==> config.mk <==
export PLATFORM = sky130hd
export DESIGN_NAME = regfile_wb_scheduler
export DESIGN_NICKNAME = d
export VERILOG_FILES = /design/src/rtl/regfile_wb_scheduler.sv
export SDC_FILE = /design/constraint.sdc
export NUM_CORES = 1
export LEC_CHECK = 0
export BUFFER_PORTS_ARGS = -buffer_cell sky130_fd_sc_hd__buf_4
export CAP_MARGIN = 20
export CORE_MARGIN = 2
export CORE_UTILIZATION = 30
export DETAILED_ROUTE_END_ITERATION = 7
export PLACE_DENSITY = 0.64
export SYNTH_ARGS = -nofsm -noshare
export SYNTH_HDL_FRONTEND = slang
export SYNTH_SLANG_ARGS = --single-unit
==> constraint.sdc <==
create_clock -name clk -period 2.5 [get_ports clk]
set_input_delay 0.375 -clock clk [delete_from_list [all_inputs] [get_ports clk]]
set_output_delay 0.375 -clock clk [all_outputs]
set_load 0.02 [all_outputs]
==> src/rtl/regfile_wb_scheduler.sv <==
// Arbitrates the register file's single write port between NUM_REQ writeback requesters and the JAL link write.
// Keeps a pending-write scoreboard for RAW stalls; define WB_SCHED_ROUND_ROBIN_EN for round-robin arbitration.
module regfile_wb_scheduler #(
  parameter int NUM_REQ = 3,
  parameter int DATA_W  = 32,
  parameter int ADDR_W  = 5
) (
  input  logic                      clk,
  input  logic                      rst_n,
  input  logic [NUM_REQ-1:0]        req_valid,
  input  logic [NUM_REQ*ADDR_W-1:0] req_addr,
  input  logic [NUM_REQ*DATA_W-1:0] req_data,
  output logic [NUM_REQ-1:0]        req_ready,
  input  logic                      jal_valid,
  input  logic [DATA_W-1:0]         jal_link,
  input  logic                      claim_valid,
  input  logic [ADDR_W-1:0]         claim_addr,
  input  logic [ADDR_W-1:0]         rs_addr,
  input  logic [ADDR_W-1:0]         rt_addr,
  output logic                      rs_busy,
  output logic                      rt_busy,
  output logic                      wr_en,
  output logic                      JumpAndLink,
  output logic [ADDR_W-1:0]         wr_addr,
  output logic [DATA_W-1:0]         wr_data,
  output logic [DATA_W-1:0]         link_addr
);

  localparam int NREG = 1 << ADDR_W;
  localparam logic [ADDR_W-1:0] LINK_REG = ADDR_W'(NREG - 1);

  logic [NUM_REQ-1:0] grant;
  logic               any_grant;
  logic [ADDR_W-1:0]  sel_addr;
  logic [DATA_W-1:0]  sel_data;
  logic [NREG-1:0]    pending;
  logic [NREG-1:0]    pending_nxt;

`ifdef WB_SCHED_ROUND_ROBIN_EN
  localparam int PTR_W = (NUM_REQ > 1) ? $clog2(NUM_REQ) : 1;

  logic [PTR_W-1:0] rr_ptr;
  logic [PTR_W-1:0] rr_ptr_nxt;
  logic             found;

  // First pass covers indices at or above the pointer, second pass wraps to the bottom.
  always_comb begin
    grant = '0;
    found = 1'b0;
    if (!jal_valid) begin
      for (int i = 0; i < NUM_REQ; i++) begin
        if (!found && req_valid[i] && (PTR_W'(i) >= rr_ptr)) begin
          grant[i] = 1'b1;
          found    = 1'b1;
        end
      end
      for (int i = 0; i < NUM_REQ; i++) begin
        if (!found && req_valid[i]) begin
          grant[i] = 1'b1;
          found    = 1'b1;
        end
      end
    end
  end

  always_comb begin
    rr_ptr_nxt = rr_ptr;
    for (int i = 0; i < NUM_REQ; i++) begin
      if (grant[i]) begin
        rr_ptr_nxt = (i == NUM_REQ - 1) ? '0 : PTR_W'(i + 1);
      end
    end
  end

  always_ff @(posedge clk or negedge rst_n) begin
    if (!rst_n) begin
      rr_ptr <= '0;
    end else begin
      rr_ptr <= rr_ptr_nxt;
    end
  end
`else
  logic found;

  always_comb begin
    grant = '0;
    found = 1'b0;
    if (!jal_valid) begin
      for (int i = 0; i < NUM_REQ; i++) begin
        if (!found && req_valid[i]) begin
          grant[i] = 1'b1;
          found    = 1'b1;
        end
      end
    end
  end
`endif

  assign any_grant = |grant;
  assign req_ready = rst_n ? grant : '0;

  always_comb begin
    sel_addr = '0;
    sel_data = '0;
    for (int i = 0; i < NUM_REQ; i++) begin
      if (grant[i]) begin
        sel_addr = req_addr[i*ADDR_W +: ADDR_W];
        sel_data = req_data[i*DATA_W +: DATA_W];
      end
    end
  end

  // Claims are applied after clears so a same-edge claim of the retiring register stays pending.
  always_comb begin
    pending_nxt = pending;
    if (jal_valid) begin
      pending_nxt[LINK_REG] = 1'b0;
    end else if (any_grant) begin
      pending_nxt[sel_addr] = 1'b0;
    end
    if (claim_valid) begin
      pending_nxt[claim_addr] = 1'b1;
    end
    pending_nxt[0] = 1'b0;
  end

  always_ff @(posedge clk or negedge rst_n) begin
    if (!rst_n) begin
      pending <= '0;
    end else begin
      pending <= pending_nxt;
    end
  end

  // wr_en stays high for the link write so the regfile's JAL bypass path fires.
  always_ff @(posedge clk or negedge rst_n) begin
    if (!rst_n) begin
      wr_en       <= 1'b0;
      JumpAndLink <= 1'b0;
      wr_addr     <= '0;
      wr_data     <= '0;
      link_addr   <= '0;
    end else if (jal_valid) begin
      wr_en       <= 1'b1;
      JumpAndLink <= 1'b1;
      wr_addr     <= LINK_REG;
      link_addr   <= jal_link;
    end else if (any_grant) begin
      wr_en       <= 1'b1;
      JumpAndLink <= 1'b0;
      wr_addr     <= sel_addr;
      wr_data     <= sel_data;
    end else begin
      wr_en       <= 1'b0;
      JumpAndLink <= 1'b0;
    end
  end

  // A write sitting in the output stage lands in the regfile this cycle, so it no longer blocks readers.
  assign rs_busy = (rs_addr != '0) && pending[rs_addr] && !(wr_en && (wr_addr == rs_addr));
  assign rt_busy = (rt_addr != '0) && pending[rt_addr] && !(wr_en && (wr_addr == rt_addr));

endmodule

==> results.yml <==
clock_tree:
  post-cts-setup-buffers: 0
  clkSinkCount: 102
  cts_root_buf: "clkbuf_16"
  cts_tree: "built"
  clk_pin_slew_worst_paths_ns: 0.08
  cts_buffers: 9
  clock_path_buffers: 2
  insertion_delay_ns: 0.36
  h-tree-depth: 3
die:
  die_w_um: 134
  start_util: 0.308
  num_rows: 47
  die_area_um2: 18100
  coreArea_um2: 16600
  io_pins: 241
  die_h_um: 134
run_status:
  status: "finished clean"
yosys:
  syn_inst: 482
  yosys_warnings: 0
  synth_edf_count: 0
  synth_top_area_frac: 0.500
  syn_avg_cell_area_um2: 10.6
  ys_seq_area_frac: 0.500
  synth_nets: 647
  async_flop_share: 1.00
  yosysUniqueCellTypes: 47
  synth_area_um2: 5100
  synth_flop_cell: "dfrtp_1"
  synth.ff_latch_count: 102
  synthTopCellsByArea: "dfrtp_1, nand2_1, mux2_2"
  yosys.area.top_type: "dfrtp_1"
timing:
  setup_viol: 0
  fmax_ghz: 0.411
  fin_setup_tns_ns: 0
  finalHoldViolations: 0
  drv_slew: 0
  setup_ws_ns: 0.0674
  rsz0062_at_grt: "false"
  post-route-period-util: 0.973
  relSlewSlack: 0.498
  skew_ns: 0
  worst_slew_pin_slew_ns: 0.753
  period_minus_slack_ns: 2.43
power_and_ir_drop:
  leakage_nw: 3.54
  total_power_mw: 4.81
  p_sw_frac: 0.314
  powerDensity_nw_per_um2: 647
  power_frac_clock: 0.294
  ir_worst_vdd_mv: 0.317
  power.internal_mw: 3.30
  switchingPower_mw: 1.51
  pwr-share-seq: 0.439
  combPwrFrac: 0.267
place:
  place.port_buffers: 240
  hpwlAfterDp_mm: 13.3
  place_congestion: 0.863
  dpl_worst_slack_ns: 0.183
drt:
  routed_wirelength_mm: 17.1
  drt-wirelength-per-cell_um: 18.2
  routed.top_layer: "met4"
  ant_nets: 0
  viasPerCell: 5.26
  wirelength_met1_mm: 6.65
  wl_met2_mm: 8.71
  vias: 4924
  drt-initial-drc-count: 355
  drtPass1Iterations: 6
  dr_wl_met3_mm: 1.20
  remaining_drc_errors: 0
cells_and_area:
  diodes: 0
  nFillCells: 1637
  syn_to_final_growth_pct: 45.7
  drive_above_1_share: 0.444
  nets: 877
global_route:
  antenna_found_initial: 0
  overflow: 0
  grt_pass1_vias: 5100
  grt_max_degree: 61
  track_usage: 0.192
  grt_pass1_wl_mm: 26.9
min_path:
  hold_path_class: "in2reg"
setup_path:
  crit_arrival_ns: 2.06
  required_ns: 2.12
  cp-end-kind: "primary output"
  start_kind: "flip-flop"
  timing_worst_setup_path_type: "reg2out"
  cp_max_fo: 3
flow_run:
  drv_cap: 0
[routing by layer]
metal | vias up | track usage
met5 | - | 0
met4 | 0 | 0.0825
met3 | 30 | 0.0374
met2 | 249 | 0.332
met1 | 2409 | 0.232
li1 | 2236 | -
[cell usage after synthesis, drive strengths merged, types with 2 or more instances]
master / number
nand3: 2
nor4b: 2
or2: 2
a21oi: 13
and2: 2
buf: 16
dfrtp: 102
nand4: 4
o211ai: 2
nand2: 137
nand3b: 5
a2111o: 3
nor2b: 2
and3b: 4
mux2: 35
a211o: 2
clkbuf: 15
o2111ai: 2
xnor2: 2
o21ai: 34
nor3b: 5
nand2b: 2
or3b: 2
and3: 5
mux2i: 7
xor2: 8
nor4: 2
a222oi: 32
nor2: 6
mux4: 14
inv: 3
nor3: 2
[worst max-delay path, cell delays in order (launching register included)]
cell	delay (ns)
dfrtp_1	0.41
mux4_2	0.47
mux2_4	0.28
a21oi_1	0.14
o21ai_1	0.07
and4_1	0.19
buf_4	0.15
[final timing paths]
path | slack (ns) | end | cells past startpoint | from
setup / recovery | 0.07 | rt_busy | 6 | pending[14]$_DFF_PN0_
hold / removal | 0.20 | wr_data[30]$_DFFE_PN0P_ | 3 | req_data[94]
setup reg to reg | 1.27 | wr_data[16]$_DFFE_PN0P_ | 2 | wr_data[16]$_DFFE_PN0P_
hold reg to reg | 0.51 | link_addr[30]$_DFFE_PN0P_ | 1 | link_addr[30]$_DFFE_PN0P_
max in group asynchronous | 1.17 | pending[8]$_DFF_PN0_ | 3 | rst_n
min in group asynchronous | 0.38 | link_addr[22]$_DFFE_PN0P_ | 2 | rst_n
[kinds of logic (layout without fill, tap and decap cells)]
logic type             count (synthesis)  after routing  share of synthesized area
XOR/XNOR                              10             10                     0.0172
flip-flops                           102            102                      0.500
AO/OA/AOI/OAI                         95             95                      0.137
multiplexers                          56             56                      0.153
AND/OR/NAND/NOR                      185            185                      0.164
buffers and inverters                 34            269                     0.0289
[metrics by stage]
step	instances	utilization	hold WS (ns)	area [um^2]
floorplan	482	-	0.0794	5100
global placement	920	0.430	0.198	7120
detailed placement	920	0.430	0.202	7120
CTS	937	0.448	0.193	7440
global route	937	0.449	0.203	7440
finish	937	0.449	0.204	7440
[flip-flops by register name, indices dropped and copies added, names as in the netlist]
name and flops:
wr_data 32, link_addr 32, JumpAndLink 1, pending 31
wr_en 1, wr_addr 5
[area by class of cell]
cell class	count	area, um^2	share of cell area
multi-input combinational	346	2420	0.325
tap	220	275	0.0370
sequential	102	2550	0.343
clock buffer	10	239	0.0321
timing repair buffer	250	1880	0.253
clock inverter	6	62.6	0.00841
inverter	3	11.3	0.00151
[cells in the final DEF (no fill, tap or decap), types with 4 or more instances in the layout]
| master | count |
|---|---|
| a21oi_1 | 13 |
| a222oi_1 | 32 |
| and3_1 | 4 |
| and3b_1 | 4 |
| buf_4 | 249 |
| clkbuf_16 | 9 |
| dfrtp_1 | 102 |
| mux2_2 | 34 |
| mux2i_1 | 7 |
| mux4_2 | 14 |
| nand2_1 | 137 |
| nand3b_1 | 5 |
| nand4_1 | 4 |
| nor2_1 | 5 |
| nor3b_1 | 5 |
| o21ai_0 | 19 |
| o21ai_1 | 15 |
| xor2_1 | 8 |
[what timing repair did]
action	in CTS	in global routing
hold endpoints to repair	4	0
hold buffers	1	0
endpoints found under the setup margin	0	1
resized for setup	0	2
[power by group through the flow]
| stage | Sequential [mW] | Combinational (mW) | Clock, mW |
|---|---|---|---|
| after CTS | 2.11 | 1.29 | 1.46 |
| after floorplan | 2.22 | 0.543 | 0 |
| after global routing | 2.14 | 1.39 | 1.52 |
| final | 2.11 | 1.28 | 1.42 |
| after global placement | 2.12 | 1.26 | 0 |
| after detailed placement | 2.13 | 1.29 | 0 |
Power figures use the tool's default switching activity.
